[src/rtl/alu_execute_stage_if.sv]
// Instruction handshake between the issue logic and the ALU execute stage.
// The master offers one instruction; the slave (execute stage) accepts it with in_ready.
interface alu_execute_stage_if;
    logic       in_valid;
    logic       in_ready;
    logic [3:0] in_opcode;
    logic [2:0] in_rd;
    logic [2:0] in_rs;
    logic [3:0] in_imm;

    modport master (
        output in_valid, in_opcode, in_rd, in_rs, in_imm,
        input  in_ready
    );

    modport slave (
        input  in_valid, in_opcode, in_rd, in_rs, in_imm,
        output in_ready
    );
endinterface

[src/rtl/alu_execute_stage.sv]
// Three-cycle execute stage: IDLE accepts, EXEC drives the external ALU, WB retires.
// Holds an 8x4-bit register file (R0 hard-wired to zero) and the architectural flags.
module alu_execute_stage (
    input  logic               clk,
    input  logic               rst,
    alu_execute_stage_if.slave inst,
    output logic [3:0]         alu_opcode,
    output logic [3:0]         alu_a,
    output logic [3:0]         alu_b,
    input  logic [3:0]         alu_o,
    input  logic [7:0]         alu_flags,
    output logic [7:0]         flags,
    output logic               done,
    input  logic [2:0]         dbg_addr,
    output logic [3:0]         dbg_data
);
    localparam logic [3:0] OP_LDI = 4'b1001;
    localparam logic [3:0] OP_ADI = 4'b1010;
    localparam logic [3:0] OP_CMP = 4'b1101;

    typedef enum logic [1:0] {
        IDLE = 2'd0,
        EXEC = 2'd1,
        WB   = 2'd2
    } state_t;

    state_t     state_reg;
    state_t     state_next;
    logic [3:0] opcode_reg;
    logic [2:0] rd_reg;
    logic [2:0] rs_reg;
    logic [3:0] imm_reg;
    logic [3:0] result_reg;
    logic [7:0] alu_flags_reg;
    logic [7:0] flags_reg;
    logic [3:0] regs_reg [8];

    logic       accept;
    logic       commit;
    logic       writes_rd;
    logic       updates_flags;
    logic [7:0] wr_sel;

    assign inst.in_ready = (state_reg == IDLE) && !rst;
    assign accept        = inst.in_valid && inst.in_ready;
    assign commit        = (state_reg == WB);

    // Opcodes 1..10 produce a register result; CMP only produces flags, LDI only a result.
    assign writes_rd     = (opcode_reg >= 4'd1) && (opcode_reg <= 4'd10);
    assign updates_flags = ((opcode_reg >= 4'd1) && (opcode_reg <= 4'd8))
                           || (opcode_reg == OP_ADI) || (opcode_reg == OP_CMP);

    always_comb begin
        state_next = state_reg;
        case (state_reg)
            IDLE:    if (accept) state_next = EXEC;
            EXEC:    state_next = WB;
            WB:      state_next = IDLE;
            default: state_next = IDLE;
        endcase
    end

    always_ff @(posedge clk) begin
        if (rst) begin
            state_reg     <= IDLE;
            opcode_reg    <= '0;
            rd_reg        <= '0;
            rs_reg        <= '0;
            imm_reg       <= '0;
            result_reg    <= '0;
            alu_flags_reg <= '0;
            flags_reg     <= '0;
        end else begin
            state_reg <= state_next;
            if (accept) begin
                opcode_reg <= inst.in_opcode;
                rd_reg     <= inst.in_rd;
                rs_reg     <= inst.in_rs;
                imm_reg    <= inst.in_imm;
            end
            if (state_reg == EXEC) begin
                result_reg    <= alu_o;
                alu_flags_reg <= alu_flags;
            end
            if (commit && updates_flags) begin
                flags_reg <= alu_flags_reg;
            end
        end
    end

    // Per-register write strobes; R0 never gets one, so it stays at its reset value of zero.
    generate
        for (genvar gi = 0; gi < 8; gi++) begin : g_wr_sel
            if (gi == 0) begin : g_r0
                assign wr_sel[gi] = 1'b0;
            end else begin : g_rn
                assign wr_sel[gi] = commit && writes_rd && (rd_reg == 3'(gi));
            end
        end
    endgenerate

    always_ff @(posedge clk) begin
        if (rst) begin
            for (int i = 0; i < 8; i++) begin
                regs_reg[i] <= '0;
            end
        end else begin
            for (int i = 0; i < 8; i++) begin
                if (wr_sel[i]) begin
                    regs_reg[i] <= result_reg;
                end
            end
        end
    end

    always_comb begin
        alu_opcode = '0;
        alu_a      = '0;
        alu_b      = '0;
        if (state_reg == EXEC) begin
            alu_opcode = opcode_reg;
            case (opcode_reg)
                OP_LDI: begin
                    alu_a = '0;
                    alu_b = imm_reg;
                end
                OP_ADI: begin
                    alu_a = regs_reg[rd_reg];
                    alu_b = imm_reg;
                end
                default: begin
                    alu_a = regs_reg[rd_reg];
                    alu_b = regs_reg[rs_reg];
                end
            endcase
        end
    end

    assign flags    = flags_reg;
    assign done     = (state_reg == WB);
    assign dbg_data = regs_reg[dbg_addr];
endmodule

[src/flat_wrapper.sv]
// flat-port wrapper written by rule: the top's interface ports become plain ports
module alu_execute_stage_flat 
  (clk, rst, alu_opcode, alu_a, alu_b, alu_o, alu_flags, flags, done, dbg_addr, dbg_data, inst_in_valid, inst_in_opcode, inst_in_rd, inst_in_rs, inst_in_imm, inst_in_ready);
  alu_execute_stage_if inst_i ();
  input  logic clk;
  input  logic rst;
  output logic [3:0] alu_opcode;
  output logic [3:0] alu_a;
  output logic [3:0] alu_b;
  input  logic [3:0] alu_o;
  input  logic [7:0] alu_flags;
  output logic [7:0] flags;
  output logic done;
  input  logic [2:0] dbg_addr;
  output logic [3:0] dbg_data;
  input wire logic [$bits(inst_i.in_valid)-1:0] inst_in_valid;
  input wire logic [$bits(inst_i.in_opcode)-1:0] inst_in_opcode;
  input wire logic [$bits(inst_i.in_rd)-1:0] inst_in_rd;
  input wire logic [$bits(inst_i.in_rs)-1:0] inst_in_rs;
  input wire logic [$bits(inst_i.in_imm)-1:0] inst_in_imm;
  output wire logic [$bits(inst_i.in_ready)-1:0] inst_in_ready;
  assign inst_i.in_valid = inst_in_valid;
  assign inst_i.in_opcode = inst_in_opcode;
  assign inst_i.in_rd = inst_in_rd;
  assign inst_i.in_rs = inst_in_rs;
  assign inst_i.in_imm = inst_in_imm;
  assign inst_in_ready = inst_i.in_ready;
  alu_execute_stage u_core (.clk(clk), .rst(rst), .inst(inst_i), .alu_opcode(alu_opcode), .alu_a(alu_a), .alu_b(alu_b), .alu_o(alu_o), .alu_flags(alu_flags), .flags(flags), .done(done), .dbg_addr(dbg_addr), .dbg_data(dbg_data));
endmodule
[config.mk]
export PLATFORM = sky130hd
export DESIGN_NAME = alu_execute_stage_flat
export DESIGN_NICKNAME = d
export VERILOG_FILES = /design/src/rtl/alu_execute_stage_if.sv /design/src/rtl/alu_execute_stage.sv /design/src/flat_wrapper.sv
export SDC_FILE = /design/constraint.sdc
export NUM_CORES = 1
export LEC_CHECK = 0
export CELL_PAD_IN_SITES_DETAIL_PLACEMENT = 1
export CELL_PAD_IN_SITES_GLOBAL_PLACEMENT = 1
export CORE_ASPECT_RATIO = 1.5
export CORE_MARGIN = 2
export CORE_UTILIZATION = 41
export DETAILED_ROUTE_END_ITERATION = 10
export PLACE_DENSITY_LB_ADDON = 0.2
export RECOVER_POWER = 50
export SETUP_SLACK_MARGIN = 0.02
export SLEW_MARGIN = 5
export SYNTH_ARGS = -nofsm -noshare
export SYNTH_HDL_FRONTEND = slang
export SYNTH_SLANG_ARGS = --single-unit
[constraint.sdc]
create_clock -name clk -period 2.7 [get_ports clk]
set_clock_uncertainty 0.2 [all_clocks]
set_input_delay 0.405 -clock clk [delete_from_list [all_inputs] [get_ports clk]]
set_output_delay 0.405 -clock clk [all_outputs]
set_load 0.05 [all_outputs]
==> metrics <==
CP top delay family=flip-flops; global-route total usage across every layer=21.1%; number of antenna violations at the first check in global routing=0; post-detailed-placement half-perimeter wirelength=7110 um; data required time at the worst endpoint=2100 ps; Net Count, Synth=357; clock buffer count from CTS=9; Leakage=1.53 nW; Ant. Diodes=0; routed via count divided by cell count=5.37; row count=40; minimum clock period=2620 ps; final slew viol count=0; area share of the largest cell type after synthesis=24.6%; Initial DRC Count=95; vias in the first global route=2692; cell area after technology mapping=3420 um^2; Power Total=2.64 mW; maximum number of pins on one net before global-route repair=17; synth-to-layout area growth=29.6%; Largest stage delay, worst path=640 ps; highest clock rate=0.382 GHz; hold-fix buffer count after cts=0; first-pass GRT wire length=14000 um; buffers inserted by post-CTS timing repair=0; ratio of cells with drive above 1 in the final layout=17.1%; CTS max path bufs=2; insertion delay to the later sink of the worst-skew pair=330 ps; GP Congestion=0.886; number of synthesized flops with an enable pin=28; WL per Instance=18.8 um; CP max stage cell=sky130_fd_sc_hd__dfxtp_1; cell types occupying the most area after synthesis=sky130_fd_sc_hd__dfxtp_1 25%, sky130_fd_sc_hd__edfxtp_1 25%, sky130_fd_sc_hd__mux4_2 7.9%; count of buffers inserted at the top-level ports=57; Max-slew headroom=53.2%; CTS tree=done; Largest register FFs=28; IO Count=58; cell chain of the critical path=mux2_2 > a221o_1 > and3_1 > buf_12; TritonCTS Sinks=70; Netlist cell types=44; element type at the critical path start=flop; WP buf/inv=1; net count reported at finish=413; mean cell area of the mapped netlist=10.5 um^2; worst hold path depth=2; Initial DRT Pass Iterations=4; Detail Route Antenna Nets=0; transition time at the pin with the least slew margin=703 ps; total of endpoints with negative setup slack in the final report=0; cell type contributing the most total cell area after synthesis=sky130_fd_sc_hd__dfxtp_1; outcome=finished clean; gate count after technology mapping=325; setup TNS=0 ps; stages on the worst setup path=4; setup repair after global routing missed its margin=false; Routed WL=9210 um; power density of the placed cells=596 nW/um^2; final period utilization=96.9%; number of cells traversed by the worst register-to-register path=4; total of max-cap violations=0; total vias in the final route=2638; FFs w/ async S/R, synth=0%; total core area=8060 um^2; crit-path max FO=11; endpoints failing hold=0; clock root buffer=sky130_fd_sc_hd__clkbuf_16; H-tree depth reported by CTS=3; data arrival at the endpoint of the critical path=2010 ps; number of cells upsized or downsized after cts=0; clock slew seen by the registers of the worst setup and hold paths=60 ps; die footprint=9090 um^2; Yosys warning count=0; remaining global-route overflow=0; dominant synthesized flop cell=sky130_fd_sc_hd__dfxtp_1; sort of element at the end of the critical path=primary output; FF+latch count, synth=70; hold crit path type=flop to flop; worst vdd rail ir drop=381 uV; WS Path Type=flop to primary output; Initial Util=42.4%; sequential element share of the synthesized area=49.2%; vertical die dimension=116 um; die extent in x=78.5 um; Post-route DRC=0
## path summary, 6_finish.rpt
kind	slack (ps)	end	startpoint
max	80	alu_a[1]	flop
min	260	u_core.alu_flags_reg[6]	u_core.alu_flags_reg[6]
max reg2reg	390	flop	u_core.state_reg[0]
min reg2reg	260	u_core.alu_flags_reg[6]	u_core.alu_flags_reg[6]
## worst min-delay path: cells and delay by family, from the launching register on
family	cells	cell delay, ps
AO/OA/AOI/OAI	1	50
flip-flops	1	300
AND/OR/NAND/NOR	1	50
## area by class of cell
class / count / area [um^2]
Fill cell: 872 / 3630
Sequential cell: 70 / 1680
Multi-Input combinational cell: 220 / 1530
Timing Repair Buffer: 67 / 744
Clock buffer: 10 / 229
Tap cell: 105 / 131
Clock inverter: 6 / 62.6
Inverter: 13 / 50.0
## placed cells by master (no fill, tap or decap), types with 4 or more instances in the layout
cell                               n
sky130_fd_sc_hd__nand2_1          71
sky130_fd_sc_hd__dfxtp_1          41
sky130_fd_sc_hd__clkdlybuf4s50_1  34
sky130_fd_sc_hd__a21oi_1          28
sky130_fd_sc_hd__edfxtp_1         28
sky130_fd_sc_hd__mux2i_1          20
sky130_fd_sc_hd__nor3_1           20
sky130_fd_sc_hd__mux4_2           12
sky130_fd_sc_hd__buf_12           12
sky130_fd_sc_hd__inv_1            11
sky130_fd_sc_hd__buf_4            11
sky130_fd_sc_hd__clkbuf_16         9
sky130_fd_sc_hd__mux2_2            8
sky130_fd_sc_hd__dlygate4sd3_1     7
sky130_fd_sc_hd__nand2b_1          6
sky130_fd_sc_hd__o21ai_0           6
sky130_fd_sc_hd__o31ai_1           5
sky130_fd_sc_hd__nor2b_1           4
sky130_fd_sc_hd__o22a_1            4
sky130_fd_sc_hd__clkbuf_1          4
## routing by layer
layer | GRT usage (%) | wire, um
met1 | 21.4 | 3470
met2 | 40.7 | 5210
met3 | 4.28 | 260
met4 | 9.94 | 269
met5 | 0 | 0
## logic make-up (layout without fill, tap and decap cells)
family,after synthesis,after routing,share of synthesized area [%]
flip-flops,70,70,49.2
multiplexers,40,40,16.4
AO/OA/AOI/OAI,57,57,11.1
AND/OR/NAND/NOR,122,122,17.0
buffers and inverters,35,96,5.97
XOR/XNOR,1,1,0.256
## metrics by stage
| stage | util [%] | worst slack (ps) | hold WS (ps) | area, um^2 | instances |
|---|---|---|---|---|---|
| floorplan | - | 134 | 236 | 3420 | 325 |
| global placement | 51.6 | 174 | 243 | 4160 | 475 |
| detailed placement | 51.6 | 121 | 251 | 4160 | 475 |
| CTS | 55.2 | 57.4 | 259 | 4450 | 491 |
| global route | 54.9 | 23.7 | 279 | 4430 | 491 |
| finish | 54.9 | 83.7 | 256 | 4430 | 491 |
## synth_stat cells, types with 6 or more instances
library cell               count
sky130_fd_sc_hd__a21oi_1      28
sky130_fd_sc_hd__buf_6         6
sky130_fd_sc_hd__clkbuf_1      6
sky130_fd_sc_hd__dfxtp_1      42
sky130_fd_sc_hd__edfxtp_1     28
sky130_fd_sc_hd__inv_1        11
sky130_fd_sc_hd__mux2_2        8
sky130_fd_sc_hd__mux2i_1      20
sky130_fd_sc_hd__mux4_2       12
sky130_fd_sc_hd__nand2_1      71
sky130_fd_sc_hd__nand2b_1      6
sky130_fd_sc_hd__nor3_1       18
sky130_fd_sc_hd__o21ai_0       7
## power by group
part	internal (mW)	switching [mW]
Combinational	0.142	0.159
Sequential	1.14	0.0480
Clock	0.711	0.436
Power figures use the tool's default switching activity.
